<file path="src/rtl/alu_share_arbiter.sv">
// Round-robin front end that lets two requesters share one external ALU.
// Owns the ALU input registers and samples BusW/Zero after a fixed settle time.
module alu_share_arbiter #(
    parameter int N       = 64,
    parameter int ALU_LAT = 2
) (
    input  logic         CLK,
    input  logic         Reset_L,
    input  logic         req0_valid,
    input  logic [3:0]   req0_ctrl,
    input  logic [N-1:0] req0_a,
    input  logic [N-1:0] req0_b,
    output logic         req0_ready,
    input  logic         req1_valid,
    input  logic [3:0]   req1_ctrl,
    input  logic [N-1:0] req1_a,
    input  logic [N-1:0] req1_b,
    output logic         req1_ready,
    output logic         resp0_valid,
    output logic         resp1_valid,
    output logic [N-1:0] resp_data,
    output logic         resp_zero,
    output logic         resp_err,
    output logic [3:0]   alu_ctrl,
    output logic [N-1:0] alu_a,
    output logic [N-1:0] alu_b,
    input  logic [N-1:0] alu_w,
    input  logic         alu_zero
);

    localparam logic [3:0] CNT_INIT = 4'(ALU_LAT - 1);

    typedef enum logic [1:0] {
        ST_IDLE = 2'b00,
        ST_WAIT = 2'b01,
        ST_RESP = 2'b10
    } state_t;

    state_t         state_q, state_d;
    logic           last_grant_q, last_grant_d;
    logic           grant_q, grant_d;
    logic [3:0]     cnt_q, cnt_d;
    logic [3:0]     alu_ctrl_q, alu_ctrl_d;
    logic [N-1:0]   alu_a_q, alu_a_d;
    logic [N-1:0]   alu_b_q, alu_b_d;
    logic [N-1:0]   resp_data_q, resp_data_d;
    logic           resp_zero_q, resp_zero_d;
    logic           resp_err_q, resp_err_d;
    logic           resp0_valid_q, resp0_valid_d;
    logic           resp1_valid_q, resp1_valid_d;

    logic           gnt_s;
    logic           accept_s;
    logic           legal_s;
    logic [3:0]     sel_ctrl_s;
    logic [N-1:0]   sel_a_s;
    logic [N-1:0]   sel_b_s;

    function automatic logic op_is_legal(input logic [3:0] op);
        case (op)
            4'b0000, 4'b0001, 4'b0010, 4'b0110, 4'b0111: op_is_legal = 1'b1;
            default:                                     op_is_legal = 1'b0;
        endcase
    endfunction

    // Grantee pick: a lone requester wins, a tie goes to whoever was not served last
    always_comb begin
        gnt_s = 1'b0;
        if (req0_valid && req1_valid) begin
            gnt_s = ~last_grant_q;
        end else if (req1_valid) begin
            gnt_s = 1'b1;
        end else begin
            gnt_s = 1'b0;
        end
        sel_ctrl_s = gnt_s ? req1_ctrl : req0_ctrl;
        sel_a_s    = gnt_s ? req1_a    : req0_a;
        sel_b_s    = gnt_s ? req1_b    : req0_b;
        accept_s   = (state_q == ST_IDLE) && (req0_valid || req1_valid);
        legal_s    = op_is_legal(sel_ctrl_s);
    end

    // State register
    always_ff @(posedge CLK) begin
        if (!Reset_L) begin
            state_q <= ST_IDLE;
        end else begin
            state_q <= state_d;
        end
    end

    // Next-state logic
    always_comb begin
        state_d = state_q;
        case (state_q)
            ST_IDLE: begin
                if (accept_s) begin
                    state_d = legal_s ? ST_WAIT : ST_RESP;
                end else begin
                    state_d = ST_IDLE;
                end
            end
            ST_WAIT: begin
                if (cnt_q == 4'd0) begin
                    state_d = ST_RESP;
                end else begin
                    state_d = ST_WAIT;
                end
            end
            ST_RESP: state_d = ST_IDLE;
            default: state_d = ST_IDLE;
        endcase
    end

    // Outputs and datapath next values; response pulses default low so RESP lasts one cycle
    always_comb begin
        req0_ready    = accept_s && !gnt_s;
        req1_ready    = accept_s &&  gnt_s;
        last_grant_d  = last_grant_q;
        grant_d       = grant_q;
        cnt_d         = cnt_q;
        alu_ctrl_d    = alu_ctrl_q;
        alu_a_d       = alu_a_q;
        alu_b_d       = alu_b_q;
        resp_data_d   = resp_data_q;
        resp_zero_d   = resp_zero_q;
        resp_err_d    = 1'b0;
        resp0_valid_d = 1'b0;
        resp1_valid_d = 1'b0;
        case (state_q)
            ST_IDLE: begin
                if (accept_s) begin
                    last_grant_d = gnt_s;
                    grant_d      = gnt_s;
                    if (legal_s) begin
                        alu_ctrl_d = sel_ctrl_s;
                        alu_a_d    = sel_a_s;
                        alu_b_d    = sel_b_s;
                        cnt_d      = CNT_INIT;
                    end else begin
                        // Rejected opcode never reaches the ALU; answer straight away
                        resp_data_d   = '0;
                        resp_zero_d   = 1'b0;
                        resp_err_d    = 1'b1;
                        resp0_valid_d = !gnt_s;
                        resp1_valid_d =  gnt_s;
                    end
                end else begin
                    cnt_d = cnt_q;
                end
            end
            ST_WAIT: begin
                if (cnt_q == 4'd0) begin
                    resp_data_d   = alu_w;
                    resp_zero_d   = alu_zero;
                    resp0_valid_d = !grant_q;
                    resp1_valid_d =  grant_q;
                end else begin
                    cnt_d = cnt_q - 4'd1;
                end
            end
            ST_RESP: begin
                cnt_d = cnt_q;
            end
            default: begin
                cnt_d = cnt_q;
            end
        endcase
    end

    // Datapath and response registers
    always_ff @(posedge CLK) begin
        if (!Reset_L) begin
            last_grant_q  <= 1'b1;
            grant_q       <= 1'b0;
            cnt_q         <= 4'd0;
            alu_ctrl_q    <= 4'b0000;
            alu_a_q       <= '0;
            alu_b_q       <= '0;
            resp_data_q   <= '0;
            resp_zero_q   <= 1'b0;
            resp_err_q    <= 1'b0;
            resp0_valid_q <= 1'b0;
            resp1_valid_q <= 1'b0;
        end else begin
            last_grant_q  <= last_grant_d;
            grant_q       <= grant_d;
            cnt_q         <= cnt_d;
            alu_ctrl_q    <= alu_ctrl_d;
            alu_a_q       <= alu_a_d;
            alu_b_q       <= alu_b_d;
            resp_data_q   <= resp_data_d;
            resp_zero_q   <= resp_zero_d;
            resp_err_q    <= resp_err_d;
            resp0_valid_q <= resp0_valid_d;
            resp1_valid_q <= resp1_valid_d;
        end
    end

    assign alu_ctrl    = alu_ctrl_q;
    assign alu_a       = alu_a_q;
    assign alu_b       = alu_b_q;
    assign resp_data   = resp_data_q;
    assign resp_zero   = resp_zero_q;
    assign resp_err    = resp_err_q;
    assign resp0_valid = resp0_valid_q;
    assign resp1_valid = resp1_valid_q;

endmodule

</file>
<file path="config.mk">
export PLATFORM = sky130hd
export DESIGN_NAME = alu_share_arbiter
export DESIGN_NICKNAME = d
export VERILOG_FILES = /design/src/rtl/alu_share_arbiter.sv
export SDC_FILE = /design/constraint.sdc
export NUM_CORES = 1
export LEC_CHECK = 0
export ABC_AREA = 1
export CORE_AREA = 2 2 206 208
export CTS_BUF_LIST = sky130_fd_sc_hd__clkbuf_16
export CTS_CLUSTER_SIZE = 16
export DETAILED_ROUTE_END_ITERATION = 7
export DIE_AREA = 0 0 208 210
export HOLD_SLACK_MARGIN = 0.02
export PLACE_DENSITY = 0.51
export SYNTH_ARGS = -nofsm -noshare
export SYNTH_HDL_FRONTEND = slang
export SYNTH_SLANG_ARGS = --single-unit
</file>
<file path="constraint.sdc">
create_clock -name CLK -period 2.7 [get_ports CLK]
set_input_delay 0.54 -clock CLK [delete_from_list [all_inputs] [get_ports CLK]]
set_output_delay 0.54 -clock CLK [all_outputs]
set_load 0.1 [all_outputs]
</file>
# After elaboration in Yosys (flattened, before gate mapping)
# Cells that the tools add are included.
dict set report word_totals {
  reg_bits 208
  input_bits 333
  output_inout_bits 202
  word_cells 72
}
dict set report op_classes {
  add_sub_neg 1
  eq_ne 10
  muxes 31
  bitwise 1
  n_reduce_logical 17
}
# operator n
set op_table {}
lappend op_table {{$mux W64} 5}
lappend op_table {{$pmux W64 S2} 1}
lappend op_table {{$mux W4} 4}
lappend op_table {{$mux W1} 13}
lappend op_table {{$ne A2 B2 Y1 const B} 5}
lappend op_table {{$eq A4 B3 Y1 const B} 2}
lappend op_table {{$logic_not A4 Y1} 2}
lappend op_table {{$pmux W4 S2} 1}
lappend op_table {{$reduce_and A4 Y1} 2}
lappend op_table {{$mux W2} 3}
lappend op_table {{$pmux W1 S2} 3}
lappend op_table {{$reduce_and A3 Y1} 2}
lappend op_table {{$reduce_or A5 Y1} 1}
lappend op_table {{$eq A4 B1 Y1 const B} 1}
lappend op_table {{$eq A4 B2 Y1 const B} 1}
lappend op_table {{$logic_and A1 B1 Y1} 4}
lappend op_table {{$pmux W2 S2} 1}
lappend op_table {{$sub A4 B1 Y4 const B} 1}
lappend op_table {{$eq A2 B1 Y1 const B} 1}
lappend op_table {{$logic_not A1 Y1} 2}
lappend op_table {{$logic_not A2 Y1} 1}
lappend op_table {{$reduce_and A2 Y1} 1}
lappend op_table {{$reduce_bool A2 Y1} 1}
lappend op_table {{$logic_or A1 B1 Y1} 1}
lappend op_table {{$not A1 Y1} 1}

# Longest topological paths before layout
# Gate-level depths: netlist of the first run.
dict set report logic_depth {
  depth_word 9
  ltp_mapped 13
  ltp_nobuf 10
}

# Worst setup path after synthesis of the first run
# No wires, ideal clock.
dict set report synth_path {
  path_type {input to output}
  start {input port req0_valid}
  end {output port req1_ready}
  arrival_ps 2396
  required_time_ps 2160
  setup_slack_ps -236
  cell_stages 5
  path_buffers 2
  path_cell_list {nand2_1 nand2_1 buf_4 buf_2 nor2_1}
}
dict set report synth_between {
  elab_chain_len 3
  word_cells_on_any_way 5
  cone_classes {mux: 1; reduce/logical: 4}
}
# element line
set synth_lines {}
lappend synth_lines {{from (decl)} 9} ;# input logic req0_valid,
lappend synth_lines {{$logic_and A1 B1 Y1 / $logic_or A1 B1 Y1 (equally long branches)} {69, 79}}
lappend synth_lines {{$mux W1 / $logic_and A1 B1 Y1 (equally long branches)} {69, 79}}
lappend synth_lines {{$logic_and A1 B1 Y1 (*)} 118} ;# req1_ready = accept_s && gnt_s;
lappend synth_lines {{to (decl)} 18} ;# output logic req1_ready,
# Mark *: on every way between the ends. The rest lies on a longest branch, timed or not.

# Worst setup path after layout of the first run
dict set report layout_path {
  start {input port req0_valid}
  end {output port req0_ready}
}
dict set report layout_between {
  elab_chain_len 4
  word_cells_on_any_way 6
  cone_classes {mux: 1; reduce/logical: 5}
}
# element line
set layout_lines {}
lappend layout_lines {{$logic_and A1 B1 Y1} 69} ;# if (req0_valid && req1_valid) begin
lappend layout_lines {{$mux W1} 69}
lappend layout_lines {{$logic_not A1 Y1} 117} ;# req0_ready = accept_s && !gnt_s;
lappend layout_lines {{$logic_and A1 B1 Y1 (*)} 117}
lappend layout_lines {{to (decl)} 13} ;# output logic req0_ready,
# Marks and branches as above.

==> results of run 1 <==
==> metrics by stage <==
stage	setup slack (ns)	instances	hold WS, ns
after global routing	0.0499	2572	0.477
after CTS	0.00539	2567	0.465
final	0.152	2573	0.462
after floorplan	0.245	1513	0.433
after global placement	-0.111	2517	0.448
after detailed placement	-0.0795	2517	0.455
==> critical path: stages <==
cell and delay [ns]:
clkdlybuf4s50_1 0.47, nand2_1 0.10, nand2_4 0.20, buf_16 0.22, inv_4 0.09, nor2_4 0.17, buf_12 0.19
==> per-layer routing <==
metal | track usage (%) | vias to the layer above | share of wire (%)
li1 | - | 5686 | -
met1 | 20.9 | 4952 | 40
met2 | 32.0 | 396 | 48
met3 | 6.76 | 56 | 9.2
met4 | 5.43 | 4 | 2.4
met5 | 0 | - | 0.073
==> cell usage in the layout (no fill, tap or decap) <==
cell type / count
clkinv_4: 2
bufinv_16: 4
nand2_4: 1
nand3_2: 2
nor3_1: 2
a21oi_2: 1
inv_4: 3
clkbuf_16: 28
buf_2: 1
nand3b_1: 1
a21oi_1: 139
clkinv_2: 7
dfxtp_1: 208
buf_16: 1
nor2_2: 1
xnor2_1: 2
inv_6: 1
ha_1: 2
clkinv_1: 3
clkdlybuf4s50_1: 330
buf_12: 13
clkinvlp_4: 2
a22oi_1: 1
nand3_1: 76
buf_4: 228
nand2_1: 802
nand2_2: 2
nor2_1: 142
diode_2: 5
o21ai_1: 1
nor2_4: 2
dlymetal6s2s_1: 1
inv_1: 18
or2_2: 1
nand3_4: 1
==> final cells by class <==
class	count	area share (%)
Antenna cell	5	0.0784
Clock buffer	27	4.23
Clock inverter	23	1.40
Inverter	17	0.447
Multi-Input combinational cell	1179	30.1
Sequential cell	208	26.1
Tap cell	539	4.22
Timing Repair Buffer	575	33.5
==> cell usage after synthesis (all sizes together), types with 2 or more instances <==
library cell  count
inv              16
a21oi           140
buf              57
nor2            145
xnor2             2
nand2           805
dfxtp           208
nand3            79
clkbuf           52
ha                2
nor3              2
==> cells by family after synthesis <==
| logic type | after synthesis |
|---|---|
| buf+inv | 126 |
| xor+xnor | 2 |
| flops | 208 |
| fa+ha+maj | 2 |
| simple gates | 1033 |
| compound gates | 142 |
==> power breakdown <==
| part | internal (W) | total, W | switching (W) |
|---|---|---|---|
| registers | 0.00348 | 0.00370 | 0.000219 |
| clock network | 0.00220 | 0.00366 | 0.00146 |
| logic | 0.00160 | 0.00603 | 0.00444 |
==> registers in the layout (all words and copies together), names as in the netlist <==
signal and cells:
cnt_q 4, resp0_valid 1, resp1_valid 1, last_grant_q 1, resp_err 1, alu_a 64
state_q 2, resp_data 64, grant_q 1, alu_b 64, resp_zero 1, alu_ctrl 4
==> what timing repair did <==
action | 4_1_cts | 5_1_grt
resized for setup | 1 | 2
setup buffers | 0 | 0
cloned | 0 | 1
endpoints found under the setup margin | 1 | 2
pin swaps | 0 | 1
==> how the worst min path moves through the flow <==
stage / end / from / slack (ns)
6_report: alu_ctrl[3] / alu_ctrl[3] / 0.46
2_1_floorplan: last_grant_q / last_grant_q / 0.43
4_1_cts: alu_b[8] / alu_b[8] / 0.46
5_1_grt: alu_b[8] / alu_b[8] / 0.48
3_5_place_dp: alu_b[8] / alu_b[8] / 0.46
3_3_place_gp: alu_ctrl[3] / alu_ctrl[3] / 0.45
==> impl_results.md, run 1 <==
* H-tree Lvls at 1
* Via count at 11,100
* Pwr Total at 0.0134 W
* Area of the multi-input gates at 0.00480 sq mm
* VDD IR max at 0.389 mV
* Avg Cell Area, Syn at 6.32 sq um
* Routed WL per cell at 16.4 um
* Synthesized flop and latch total at 208
* Adder-Cell Fraction of Synth Area at 0.262%
* XOR/XNOR Fraction of Synth Area at 0.183%
* Post-route clock period utilization at 94.4%
* Reg clk slew, reported paths at 0.05 ns
* Clock Latency Late Sink at 0.55 ns
* CTS buffer count at 27
* Peak Freq at 392 MHz
* Worst path required time at 2.16 ns
* First-pass GRT wire length at 63.0 mm
* Post-layout util at 38.5%
* Worst setup SP type: input port
* Compound-Gate Fraction of Synth Area at 7.49%
* Rows at 75
* Clock sink count at 208
* Share of layout cells above drive strength 1 at 14.8%
* Share of Yosys cell area claimed by the top area cell type at 43.5%
* Synth warnings at 0
* Root Buffer: clkbuf_16
* Reg2reg end: cnt_q[0]
* Vias per cell at 4.31
* # fillers at 4,429
* CTS max path bufs at 3
* Pin count of the biggest net entering global routing at 69
* Max-Cap Viols at 0
* Crit path DAT at 2.01 ns
* Simple-gate share of the synthesized area at 41.8%
* Largest area contributor in the netlist: dfxtp_1
* GRT Total Usage at 18.4%
* RSZ-0062 raised after global routing: no
* I/O Pins at 535
* Worst setup path end: req0_ready
* Core ar. at 0.0415 sq mm
* DR DRC count at 0
* Die height at 210 um
* R2r startpoint: last_grant_q
* Starting Density at 23.1%
* Post-DP HPWL at 31.2 mm
* DIE AREA at 0.0437 sq mm
* Grt ovf at 0
* Sequential share of the synthesized area at 43.5%
* Slew @ Worst Pin at 0.727 ns
* Main combinational cell family by area after synthesis: simple AND/OR/NAND/NOR gates
* FF-to-FF path depth at 11
* Worst hold path depth at 2
* Main synth FF type: dfxtp_1
* Vias in the first global route at 10,700
* Fin. Hold Viols at 0
* Routability congestion estimate at 0.842
* Post-route minimum period at 2.55 ns
* Width of the die at 208 um
* Layout area overhead at 66.8%
* Worst R2R Setup Slack at 0.60 ns
* Initial DRC Count at 591
* EDFF count, synth at 0
* Min-delay worst type: register to register
* Placed Area at 0.0150 sq mm
* Count of final setup violators at 0
* Sequential cell area at 0.00416 sq mm
* Top post-synthesis cells by area: dfxtp_1 44%, nand2_1 32%, a21oi_1 7.3%
* Layout Nets at 2,343
* Setup crit end kind: primary output
* Max_slew headroom at 51.5%
* Cts hold-fix bufs at 0
* Final Instance Area at 0.0160 sq mm
* CP Class: input port to primary output
* Netlist cell types at 22
* Drt pass-1 iters at 5
* Worst Setup SP: req0_valid
* Cell area after synthesis at 0.00957 sq mm
* Final slew viol count at 0
* Ys async rst share at 0%
* Initial antenna violation count at 7
* WL final at 42.3 mm
* Setup Skew at 0.0283 ns
* Pwr Density at 839 mW/mm^2
* Synthesized Nets at 1,848
* Mux cell area share after synthesis at 0%
* Post-route ant nets at 0
* Port Buffers at 534
* Setup TNS at 0 ns
* Status: completed
* Lkg Pwr at 7.24 nW
* Crit-path max FO at 33
* CTS tree: yes
* Syn Inst Count at 1,513
No activity file was read; power rests on OpenSTA's default activity.
==> run 2, diff against run 1 <==
- ABC_CLOCK_PERIOD_IN_PS: default -> 2700
- MAX_ROUTING_LAYER: default -> met4
==> run 2 against run 1 <==
Cell area hardly changed; maximum frequency rose by 0.16%; hold slack about the same; combinational power is essentially flat; sequential share of layout area is essentially flat; wire length about the same; via count decreased by 0.30%; die area unchanged; utilization is essentially flat; cell count is essentially flat; critical endpoint unchanged; largest power group unchanged.
==> impl_results.md, run 2 (synthesized netlist as in run 1, its figures left out) <==
* DR DRC count at 0 (unchanged)
* Root Buffer: clkbuf_16
* Width of the die at 208 um (unchanged)
* Status: completed
* Logic pwr share at 45.1% (about the same)
* H-tree Lvls at 1 (unchanged)
* Vias in the first global route at 10,800 (+0.61%)
* RSZ-0062 raised after global routing: no
* Slew @ Worst Pin at 0.721 ns (-0.00648 ns)
* GRT Total Usage at 18.9% (+0.52 points)
* Leading cell type in the layout, fill and taps excluded: nand2_1
* CTS max path bufs at 3 (unchanged)
* Min-delay worst type: register to register
* Crit-path max FO at 33 (unchanged)
* Worst setup SP type: input port
* Post-route non-filler standard cell count at 2,575 (+0.078%)
* WL final at 42.3 mm (about the same)
* Reg clk slew, reported paths at 0.05 ns (about the same)
* Die height at 210 um (unchanged)
* Placement Setup Slack at -0.0795 ns (unchanged)
* First-pass GRT wire length at 62.8 mm (-0.29%)
* Worst Setup SP: req0_valid
* Vias per cell at 4.30 (-0.37%)
* R2r startpoint: last_grant_q
* Routability congestion estimate at 0.855 (+1.6%)
* Layout Nets at 2,343 (unchanged)
* Initial antenna violation count at 7 (unchanged)
* Clock sink count at 208 (unchanged)
* Met2 WL at 20.5 mm (+0.15%)
* Reg2reg end: cnt_q[0]
* Hold Path Sink: alu_ctrl[3]
* Clock network power share at 27.3% (about the same)
* FF-to-FF path depth at 11 (unchanged)
* Rows at 75 (unchanged)
* Core ar. at 0.0415 sq mm (unchanged)
* Drt pass-1 iters at 5 (unchanged)
* Pwr Density at 838 mW/mm^2 (about the same)
* Final WS setup at 0.156 ns (+0.00403 ns)
* Layout area overhead at 66.9% (about the same)
* Post-DP HPWL at 31.2 mm (unchanged)
* Cells after DPL at 2,517 (unchanged)
* Post-route clock period utilization at 94.2% (-0.15 points)
* Starting Density at 23.1% (unchanged)
* Post-route minimum period at 2.54 ns (-0.00403 ns)
* Fin. Hold Viols at 0 (unchanged)
* Post-route ant nets at 0 (unchanged)
* Sequential fraction of design power at 27.6% (about the same)
* Worst path required time at 2.16 ns (about the same)
* Pin count of the biggest net entering global routing at 69 (unchanged)
* Metal-1 WL at 17.0 mm (+1.2%)
* Post-layout util at 38.5% (about the same)
* DR WL met3 at 3.74 mm (-4.0%)
* Lkg Pwr at 7.24 nW (about the same)
* CTS buffer count at 27 (unchanged)
* Setup crit end kind: primary output
* CP Class: input port to primary output
* Hold Worst Slack at 0.462 ns (+0.000417 ns)
* Internal power at 0.00728 W (about the same)
* Port Buffers at 534 (unchanged)
* Count of final setup violators at 0 (unchanged)
* Highest routed metal layer: met4
* DIE AREA at 0.0437 sq mm (unchanged)
* I/O Pins at 535 (unchanged)
* Sw power at 0.00611 W (about the same)
* Hold Crit Start: alu_ctrl[3]
* Via count at 11,100 (-0.30%)
* Grt ovf at 0 (unchanged)
* Peak Freq at 393 MHz (+0.16%)
* Worst R2R Setup Slack at 0.60 ns (about the same)
* CTS tree: yes
* Worst hold path depth at 2 (unchanged)
* VDD IR max at 0.389 mV (-0.20%)
* Crit path DAT at 2.00 ns (about the same)
* Switching Share at 45.6% (about the same)
* Routed WL per cell at 16.4 um (about the same)
* Share of layout cells above drive strength 1 at 14.8% (unchanged)
* Initial DRC Count at 569 (-3.7%)
* Max_slew headroom at 52.0% (+0.43 points)
* Setup Skew at 0.0280 ns (-0.000291 ns)
* Most frequent cells in the layout: 802 x nand2_1, 330 x clkdlybuf4s50_1, 228 x buf_4, 208 x dfxtp_1, 142 x nor2_1
* Clock Latency Late Sink at 0.55 ns (about the same)
* Final slew viol count at 0 (unchanged)
* Max-Cap Viols at 0 (unchanged)
* Setup TNS at 0 ns (unchanged)
## run 2: cell count changes in the layout (fill, tap and decap cells not counted)
| cell | previous run | this run |
|---|---|---|
| diode_2 | 5 | 7 |
## run 2: cell type report
cell class | count | area, sq um
inverters | 17 | 71.3
repair buffers | 575 | 5350
diodes | 7 | 17.5
flip-flops and latches | 208 | 4160
fillers | 4430 | 25500
clock inverters | 23 | 223
well taps | 539 | 674
multi-input cells | 1179 | 4800
clock buffers | 27 | 676
## run 2: power by group through the flow
| stage | clock network [W] | logic (W) | registers, W |
|---|---|---|---|
| after detailed placement | 0 | 0.00608 | 0.00376 |
| after CTS | 0.00379 | 0.00608 | 0.00370 |
| after global placement | 0 | 0.00607 | 0.00374 |
| final | 0.00366 | 0.00603 | 0.00370 |
| after floorplan | 0 | 0.00160 | 0.00650 |
| after global routing | 0.00389 | 0.00640 | 0.00375 |
## run 2: stage by stage
step | cell area (sq um) | total power [W]
2_1_floorplan | 9570 | 0.00810
3_3_place_gp | 15000 | 0.00981
3_5_place_dp | 15000 | 0.00984
4_1_cts | 15900 | 0.0136
5_1_grt | 16000 | 0.0140
6_report | 16000 | 0.0134
## run 2: worst max-delay path by stage
| stage | depth (start not counted) | end | slack [ns] |
|---|---|---|---|
| 5_1_grt | 7 | req0_ready | 0.05 |
| 2_1_floorplan | 6 | req0_ready | 0.24 |
| 4_1_cts | 6 | req0_ready | 0.005 |
| 3_5_place_dp | 11 | cnt_q[0] | -0.08 |
| 6_report | 7 | req0_ready | 0.16 |
| 3_3_place_gp | 11 | cnt_q[0] | -0.11 |
## run 2: layer usage
| metal | GRT usage (%) | vias to the layer above |
|---|---|---|
| met5 | - | - |
| met4 | 5.48 | 0 |
| met3 | 6.59 | 54 |
| met2 | 32.1 | 390 |
| met1 | 20.9 | 4929 |
| li1 | - | 5688 |
## run 2: worst max-delay path, stage by stage
cell and delay, ns:
clkdlybuf4s50_1 0.47, nand2_1 0.10, nand2_4 0.20, buf_16 0.22, inv_4 0.09, nor2_4 0.17
buf_12 0.19
## run 2: what timing repair did
action	CTS	global route
setup endpoints to repair	1	2
hold endpoints to repair	0	0
pin swaps	0	1
gates resized for setup	1	2
buffers inserted	0	0
cloned	0	1
hold buffers	0	0
